==> src/rtl/execute_memory_latch_if.sv <==
`default_nettype none
// ============================================================================
// Module : execute_memory_latch_if
// Brief  : EX/MEM latch bundle: execute-stage inputs, data-cache signals and
//          the registered MEM-stage outputs.
// Rev    : 1.0
// ============================================================================
interface execute_memory_latch_if #(
  parameter int WORD_W = 32,
  parameter int REG_AW = 5
);
  logic              ihit;
  logic              stall;
  logic              flush;
  logic              dhit;
  logic [WORD_W-1:0] dmemload;
  logic [WORD_W-1:0] alu_result_in;
  logic [WORD_W-1:0] rdat2_in;
  logic [WORD_W-1:0] pc4_in;
  logic [WORD_W-1:0] instr_in;
  logic [REG_AW-1:0] wsel_in;
  logic              dREN_in;
  logic              dWEN_in;
  logic              datomic_in;
  logic              MemtoReg_in;
  logic              RegWrite_in;
  logic              jal_in;
  logic              halt_in;

  logic [WORD_W-1:0] alu_result_out;
  logic [WORD_W-1:0] rdat2_out;
  logic [WORD_W-1:0] pc4_out;
  logic [WORD_W-1:0] instr_out;
  logic [REG_AW-1:0] wsel_out;
  logic              dREN_out;
  logic              dWEN_out;
  logic              datomic_out;
  logic              MemtoReg_out;
  logic              RegWrite_out;
  logic              jal_out;
  logic              halt_out;
  logic              dmemREN;
  logic              dmemWEN;
  logic              datomic;
  logic [WORD_W-1:0] dmemaddr;
  logic [WORD_W-1:0] dmemstore;
  logic [WORD_W-1:0] load_data_out;
  logic              mem_busy;

  modport master (
    output ihit, stall, flush, dhit, dmemload,
    output alu_result_in, rdat2_in, pc4_in, instr_in, wsel_in,
    output dREN_in, dWEN_in, datomic_in, MemtoReg_in, RegWrite_in, jal_in, halt_in,
    input  alu_result_out, rdat2_out, pc4_out, instr_out, wsel_out,
    input  dREN_out, dWEN_out, datomic_out, MemtoReg_out, RegWrite_out, jal_out, halt_out,
    input  dmemREN, dmemWEN, datomic, dmemaddr, dmemstore, load_data_out, mem_busy
  );

  modport slave (
    input  ihit, stall, flush, dhit, dmemload,
    input  alu_result_in, rdat2_in, pc4_in, instr_in, wsel_in,
    input  dREN_in, dWEN_in, datomic_in, MemtoReg_in, RegWrite_in, jal_in, halt_in,
    output alu_result_out, rdat2_out, pc4_out, instr_out, wsel_out,
    output dREN_out, dWEN_out, datomic_out, MemtoReg_out, RegWrite_out, jal_out, halt_out,
    output dmemREN, dmemWEN, datomic, dmemaddr, dmemstore, load_data_out, mem_busy
  );
endinterface
`default_nettype wire

==> src/rtl/execute_memory_latch.sv <==
`default_nettype none
// ============================================================================
// Module : execute_memory_latch
// Brief  : EX/MEM pipeline register with a 3-state data-memory request FSM
//          that holds the request until dhit and never repeats an access.
// Rev    : 1.0
// ============================================================================
module execute_memory_latch #(
  parameter int WORD_W = 32,
  parameter int REG_AW = 5
) (
  input  wire logic              CLK,
  input  wire logic              RST,
  execute_memory_latch_if.slave  bus
);

  typedef enum logic [1:0] {
    ST_IDLE = 2'd0,
    ST_PEND = 2'd1,
    ST_DONE = 2'd2
  } state_t;

  typedef struct packed {
    logic [WORD_W-1:0] alu_result;
    logic [WORD_W-1:0] rdat2;
    logic [WORD_W-1:0] pc4;
    logic [WORD_W-1:0] instr;
    logic [REG_AW-1:0] wsel;
    logic              dren;
    logic              dwen;
    logic              datomic;
    logic              memtoreg;
    logic              regwrite;
    logic              jal;
    logic              halt;
  } op_t;

  state_t            state_q, state_d;
  op_t               op_q;
  op_t               op_in;
  logic [WORD_W-1:0] held_q;
  logic              mem_busy;
  logic              advance;
  logic              pend_hit;
  logic              next_is_mem;
  logic              req_ren, req_wen, req_atomic;
  logic [WORD_W-1:0] load_data;

  assign op_in = '{
    alu_result: bus.alu_result_in,
    rdat2:      bus.rdat2_in,
    pc4:        bus.pc4_in,
    instr:      bus.instr_in,
    wsel:       bus.wsel_in,
    dren:       bus.dREN_in,
    dwen:       bus.dWEN_in,
    datomic:    bus.datomic_in,
    memtoreg:   bus.MemtoReg_in,
    regwrite:   bus.RegWrite_in,
    jal:        bus.jal_in,
    halt:       bus.halt_in
  };

  always_comb begin
    mem_busy    = (state_q == ST_PEND) && !bus.dhit;
    advance     = bus.ihit && !bus.stall && !mem_busy;
    pend_hit    = (state_q == ST_PEND) && bus.dhit;
    // A flushed slot is a bubble, so it never opens a memory access.
    next_is_mem = !bus.flush && (bus.dREN_in || bus.dWEN_in);
    state_d     = state_q;
    req_ren     = 1'b0;
    req_wen     = 1'b0;
    req_atomic  = 1'b0;
    load_data   = held_q;

    case (state_q)
      ST_IDLE, ST_DONE: begin
        if (advance) state_d = next_is_mem ? ST_PEND : ST_IDLE;
      end
      ST_PEND: begin
        req_ren    = op_q.dren;
        req_wen    = op_q.dwen;
        req_atomic = op_q.datomic;
        load_data  = bus.dmemload;
        if (bus.dhit) begin
          if (advance) state_d = next_is_mem ? ST_PEND : ST_IDLE;
          else         state_d = ST_DONE;
        end
      end
      default: state_d = ST_IDLE;
    endcase
  end

  always_ff @(posedge CLK) begin
    if (RST) state_q <= ST_IDLE;
    else     state_q <= state_d;
  end

  always_ff @(posedge CLK) begin
    if (RST) begin
      op_q   <= '0;
      held_q <= '0;
    end else begin
      if (pend_hit) held_q <= bus.dmemload;
      if (advance) begin
        if (bus.flush) op_q <= '0;
        else           op_q <= op_in;
      end
    end
  end

  assign bus.alu_result_out = op_q.alu_result;
  assign bus.rdat2_out      = op_q.rdat2;
  assign bus.pc4_out        = op_q.pc4;
  assign bus.instr_out      = op_q.instr;
  assign bus.wsel_out       = op_q.wsel;
  assign bus.dREN_out       = op_q.dren;
  assign bus.dWEN_out       = op_q.dwen;
  assign bus.datomic_out    = op_q.datomic;
  assign bus.MemtoReg_out   = op_q.memtoreg;
  assign bus.RegWrite_out   = op_q.regwrite;
  assign bus.jal_out        = op_q.jal;
  assign bus.halt_out       = op_q.halt;
  assign bus.dmemREN        = req_ren;
  assign bus.dmemWEN        = req_wen;
  assign bus.datomic        = req_atomic;
  assign bus.dmemaddr       = op_q.alu_result;
  assign bus.dmemstore      = op_q.rdat2;
  assign bus.load_data_out  = load_data;
  assign bus.mem_busy       = mem_busy;

endmodule
`default_nettype wire

==> src/flat_wrapper.sv <==
// flat-port wrapper written by rule: the top's interface ports become plain ports
module execute_memory_latch_flat 
#(
  parameter int WORD_W = 32,
  parameter int REG_AW = 5
)
  (CLK, RST, bus_ihit, bus_stall, bus_flush, bus_dhit, bus_dmemload, bus_alu_result_in, bus_rdat2_in, bus_pc4_in, bus_instr_in, bus_wsel_in, bus_dREN_in, bus_dWEN_in, bus_datomic_in, bus_MemtoReg_in, bus_RegWrite_in, bus_jal_in, bus_halt_in, bus_alu_result_out, bus_rdat2_out, bus_pc4_out, bus_instr_out, bus_wsel_out, bus_dREN_out, bus_dWEN_out, bus_datomic_out, bus_MemtoReg_out, bus_RegWrite_out, bus_jal_out, bus_halt_out, bus_dmemREN, bus_dmemWEN, bus_datomic, bus_dmemaddr, bus_dmemstore, bus_load_data_out, bus_mem_busy);
  execute_memory_latch_if #(.WORD_W(WORD_W), .REG_AW(REG_AW)) bus_i ();
  input  wire logic CLK;
  input  wire logic RST;
  input wire logic [$bits(bus_i.ihit)-1:0] bus_ihit;
  input wire logic [$bits(bus_i.stall)-1:0] bus_stall;
  input wire logic [$bits(bus_i.flush)-1:0] bus_flush;
  input wire logic [$bits(bus_i.dhit)-1:0] bus_dhit;
  input wire logic [$bits(bus_i.dmemload)-1:0] bus_dmemload;
  input wire logic [$bits(bus_i.alu_result_in)-1:0] bus_alu_result_in;
  input wire logic [$bits(bus_i.rdat2_in)-1:0] bus_rdat2_in;
  input wire logic [$bits(bus_i.pc4_in)-1:0] bus_pc4_in;
  input wire logic [$bits(bus_i.instr_in)-1:0] bus_instr_in;
  input wire logic [$bits(bus_i.wsel_in)-1:0] bus_wsel_in;
  input wire logic [$bits(bus_i.dREN_in)-1:0] bus_dREN_in;
  input wire logic [$bits(bus_i.dWEN_in)-1:0] bus_dWEN_in;
  input wire logic [$bits(bus_i.datomic_in)-1:0] bus_datomic_in;
  input wire logic [$bits(bus_i.MemtoReg_in)-1:0] bus_MemtoReg_in;
  input wire logic [$bits(bus_i.RegWrite_in)-1:0] bus_RegWrite_in;
  input wire logic [$bits(bus_i.jal_in)-1:0] bus_jal_in;
  input wire logic [$bits(bus_i.halt_in)-1:0] bus_halt_in;
  output wire logic [$bits(bus_i.alu_result_out)-1:0] bus_alu_result_out;
  output wire logic [$bits(bus_i.rdat2_out)-1:0] bus_rdat2_out;
  output wire logic [$bits(bus_i.pc4_out)-1:0] bus_pc4_out;
  output wire logic [$bits(bus_i.instr_out)-1:0] bus_instr_out;
  output wire logic [$bits(bus_i.wsel_out)-1:0] bus_wsel_out;
  output wire logic [$bits(bus_i.dREN_out)-1:0] bus_dREN_out;
  output wire logic [$bits(bus_i.dWEN_out)-1:0] bus_dWEN_out;
  output wire logic [$bits(bus_i.datomic_out)-1:0] bus_datomic_out;
  output wire logic [$bits(bus_i.MemtoReg_out)-1:0] bus_MemtoReg_out;
  output wire logic [$bits(bus_i.RegWrite_out)-1:0] bus_RegWrite_out;
  output wire logic [$bits(bus_i.jal_out)-1:0] bus_jal_out;
  output wire logic [$bits(bus_i.halt_out)-1:0] bus_halt_out;
  output wire logic [$bits(bus_i.dmemREN)-1:0] bus_dmemREN;
  output wire logic [$bits(bus_i.dmemWEN)-1:0] bus_dmemWEN;
  output wire logic [$bits(bus_i.datomic)-1:0] bus_datomic;
  output wire logic [$bits(bus_i.dmemaddr)-1:0] bus_dmemaddr;
  output wire logic [$bits(bus_i.dmemstore)-1:0] bus_dmemstore;
  output wire logic [$bits(bus_i.load_data_out)-1:0] bus_load_data_out;
  output wire logic [$bits(bus_i.mem_busy)-1:0] bus_mem_busy;
  assign bus_i.ihit = bus_ihit;
  assign bus_i.stall = bus_stall;
  assign bus_i.flush = bus_flush;
  assign bus_i.dhit = bus_dhit;
  assign bus_i.dmemload = bus_dmemload;
  assign bus_i.alu_result_in = bus_alu_result_in;
  assign bus_i.rdat2_in = bus_rdat2_in;
  assign bus_i.pc4_in = bus_pc4_in;
  assign bus_i.instr_in = bus_instr_in;
  assign bus_i.wsel_in = bus_wsel_in;
  assign bus_i.dREN_in = bus_dREN_in;
  assign bus_i.dWEN_in = bus_dWEN_in;
  assign bus_i.datomic_in = bus_datomic_in;
  assign bus_i.MemtoReg_in = bus_MemtoReg_in;
  assign bus_i.RegWrite_in = bus_RegWrite_in;
  assign bus_i.jal_in = bus_jal_in;
  assign bus_i.halt_in = bus_halt_in;
  assign bus_alu_result_out = bus_i.alu_result_out;
  assign bus_rdat2_out = bus_i.rdat2_out;
  assign bus_pc4_out = bus_i.pc4_out;
  assign bus_instr_out = bus_i.instr_out;
  assign bus_wsel_out = bus_i.wsel_out;
  assign bus_dREN_out = bus_i.dREN_out;
  assign bus_dWEN_out = bus_i.dWEN_out;
  assign bus_datomic_out = bus_i.datomic_out;
  assign bus_MemtoReg_out = bus_i.MemtoReg_out;
  assign bus_RegWrite_out = bus_i.RegWrite_out;
  assign bus_jal_out = bus_i.jal_out;
  assign bus_halt_out = bus_i.halt_out;
  assign bus_dmemREN = bus_i.dmemREN;
  assign bus_dmemWEN = bus_i.dmemWEN;
  assign bus_datomic = bus_i.datomic;
  assign bus_dmemaddr = bus_i.dmemaddr;
  assign bus_dmemstore = bus_i.dmemstore;
  assign bus_load_data_out = bus_i.load_data_out;
  assign bus_mem_busy = bus_i.mem_busy;
  execute_memory_latch #(.WORD_W(WORD_W), .REG_AW(REG_AW)) u_core (.CLK(CLK), .RST(RST), .bus(bus_i));
endmodule
==> config.mk <==
export PLATFORM = sky130hd
export DESIGN_NAME = execute_memory_latch_flat
export DESIGN_NICKNAME = d
export VERILOG_FILES = /design/src/rtl/execute_memory_latch_if.sv /design/src/rtl/execute_memory_latch.sv /design/src/flat_wrapper.sv
export SDC_FILE = /design/constraint.sdc
export NUM_CORES = 1
export LEC_CHECK = 0
export CORE_AREA = 8 8 155 157
export CTS_BUF_LIST = sky130_fd_sc_hd__clkbuf_8
export CTS_CLUSTER_DIAMETER = 60
export CTS_CLUSTER_SIZE = 25
export DETAILED_ROUTE_END_ITERATION = 6
export DIE_AREA = 0 0 163 165
export PLACE_DENSITY_LB_ADDON = 0.15
export SETUP_SLACK_MARGIN = 0.3
export SLEW_MARGIN = 20
export SYNTH_ARGS = -nofsm -noshare
export SYNTH_HDL_FRONTEND = slang
export SYNTH_SLANG_ARGS = --single-unit
==> constraint.sdc <==
create_clock -name CLK -period 3.5 [get_ports CLK]
set_clock_uncertainty 0.1 [all_clocks]
set_input_delay 0.7 -clock CLK [delete_from_list [all_inputs] [get_ports CLK]]
set_output_delay 0.7 -clock CLK [all_outputs]
set_load 0.01 [all_outputs]
==> results.py <==
metrics = {
    "routing": {
        "viasPerCell": 5.378,
        "totalWireLength_um": 31020,
        "antenna_left": 0,
        "vias": 7949,
        "avgRoutedWirePerCell_um": 20.99,
        "drt_iter0_markers": 702,
        "drc": 0,
        "drt-pass1-iter-count": 7,
    },
    "global_route": {
        "grt.total_usage_pct": 21.51,
        "grt_pass1_vias": 7706,
        "antenna_found_initial": 1,
        "grt_pass1_wl_um": 46000,
        "grt-ovfl-total": 0,
        "grt_max_degree": 175,
    },
    "floorplanning": {
        "core_um2": 21490,
        "fp.dieH_um": 165,
        "io_pins": 418,
        "initial_core_util_pct": 37.06,
        "die_area_um2": 26900,
        "row_count": 54,
        "die_x_um": 163,
    },
    "synth": {
        "seq_area_frac_synth_pct": 43.75,
        "synth_edf_count": 0,
        "ys_types": 27,
        "syn_nets": 1086,
        "yosysTopAreaCellShare_pct": 43.75,
        "ys_ff_latch": 174,
        "postSynthCellCount": 908,
        "synthTopCellsByCount": "174 x dfxtp_1, 173 x a21oi_1, 140 x nand4b_1",
        "yosys_warnings": 0,
        "synthArstFlopShare_pct": 0,
        "syn_avg_cell_area_um2": 8.769,
        "synth_largest_area_cell": "dfxtp_1",
        "yosysMostFrequentCell": "dfxtp_1",
        "ys_top_cells_by_area": "dfxtp_1 44%, nand4b_1 15%, a21oi_1 11%, buf_4 6.0%, o21ai_0 5.7%",
        "synthesis.area_um2": 7963,
        "synthFlopType": "dfxtp_1",
    },
    "sta": {
        "grt_setup_unrepaired": "false",
        "worst_slack_ns": 0.4088,
        "relSlewSlack_pct": 35.70,
        "setup_violations": 0,
        "worst_pin_slew_ns": 0.9645,
        "hold_viol_final": 0,
        "tns_ns": 0,
        "final.period_utilization_pct": 88.32,
        "max_freq_mhz": 323.5,
        "slew_viol_final": 0,
        "post-route-min-period_ns": 3.091,
    },
    "placement": {
        "post-place-ws_ns": 0.3919,
        "finalWeightedCongestion": 0.7555,
        "dp_hpwl_um": 20370,
        "port-buffer-count": 417,
    },
    "cts": {
        "h-tree-depth": 4,
        "cts_buffer_depth": 2,
        "clk_latency_ns": 0.44,
        "clk_pin_slew_worst_paths_ns": 0.07,
        "cts_sinks": 174,
        "cts_tree": "yes",
        "cts_setup_buffers": 0,
        "numCtsBuffers": 17,
        "root_buffer": "clkbuf_8",
    },
    "critical_path": {
        "required_ns": 2.70,
        "cp-start-kind": "input port",
        "cp_max_fo": 4,
        "end_kind": "primary output",
        "worst-setup-path-type": "input port to primary output",
        "arrival_ns": 2.29,
    },
    "power": {
        "power_density_nw_per_um2": 335.3,
        "irDropWorstVdd_mv": 0.2412,
        "leakage_nw": 3.896,
        "power_mw": 4.038,
    },
    "run_status": {
        "outcome": "finished clean",
    },
    "worst_hold_path": {
        "hold_class": "flop to flop",
    },
    "cells_and_area": {
        "syn_to_final_growth_pct": 51.27,
        "layout.nets": 1364,
        "final_util_pct": 56.06,
        "fillCellCount": 1967,
        "drive_gt1_share_pct": 6.600,
    },
    "flow_run": {
        "drv_cap": 0,
    },
}
## final timing paths
path / from / end / slack, ns / cells past startpoint
setup / recovery: bus_dhit / bus_mem_busy / 0.41 / 4
hold / removal: u_core.held_q[3] / u_core.held_q[3] / 0.35 / 2
setup reg to reg: u_core.state_q[0] / u_core.bus.dmemstore[3] / 1.50 / 5
hold reg to reg: u_core.held_q[3] / u_core.held_q[3] / 0.35 / 2
## flip-flops by register name (all words and copies together), names as in the netlist
register                   count
u_core.bus.instr_out          32
u_core.bus.dWEN_out            1
u_core.bus.halt_out            1
u_core.held_q                 32
u_core.bus.RegWrite_out        1
u_core.bus.jal_out             1
u_core.state_q                 2
u_core.bus.dREN_out            1
u_core.bus.alu_result_out     32
u_core.bus.pc4_out            32
u_core.bus.dmemstore          32
u_core.bus.datomic_out         1
u_core.bus.MemtoReg_out        1
u_core.bus.wsel_out            5
## area by class of cell
class                           count  area (um^2)  share of cell area [%]
Antenna cell                        1        2.502                 0.02077
Clock buffer                       17        234.0                   1.942
Clock inverter                     13        102.6                  0.8518
Inverter                            2        12.51                  0.1039
Multi-Input combinational cell    562         3500                   29.05
Sequential cell                   174         3483                   28.92
Tap cell                          280        350.3                   2.908
Timing Repair Buffer              429         4360                   36.20
## report_power, final
group          leakage [nW]  internal (mW)  switching [mW]
combinational          2.31          0.401           0.295
clock                 0.176          0.545           0.732
sequential             1.41           2.03          0.0331
## cells by family after synthesis
logic type	synth area share, %
AO/OA/AOI/OAI	19.89
AND/OR/NAND/NOR	19.31
flip-flops	43.75
buffers and inverters	12.52
multiplexers	4.526
## per-layer routing
metal	global-route usage, %	routed length (um)	vias to the layer above
met5	0	0	-
met4	5.213	422	0
met3	7.453	2576	20
met2	37.02	15750	285
li1	-	-	3778
met1	25.22	12270	3866
## critical path: stages
cell,delay (ns)
clkdlybuf4s50_1,0.46
or3b_4,0.44
clkinv_4,0.08
clkdlybuf4s50_1,0.60
## metrics by stage
step	hold slack, ns	area, um^2	cells
CTS	0.3595	12040	1477
finish	0.3549	12050	1478
detailed placement	0.3473	11700	1447
global route	0.3756	12050	1478
floorplan	0.3338	7963	908
global placement	0.3425	11700	1447
## layout by cell type (no fill, tap or decap), types with 4 or more instances in the layout
master	Yosys	routed
dfxtp_1	174	174
clkdlybuf4s50_1	0	415
o21ai_0	91	91
buf_4	64	4
clkinv_2	0	5
nand2_1	64	64
clkbuf_8	0	17
o21ai_1	49	49
mux2_2	32	32
buf_12	0	8
a21oi_1	173	173
nand4b_1	140	140
## what timing repair did
item | CTS | global route
gates resized for setup | 0 | 1
hold buffers | 0 | 0
endpoints found under the setup margin | 0 | 32
Power figures use the tool's default switching activity.
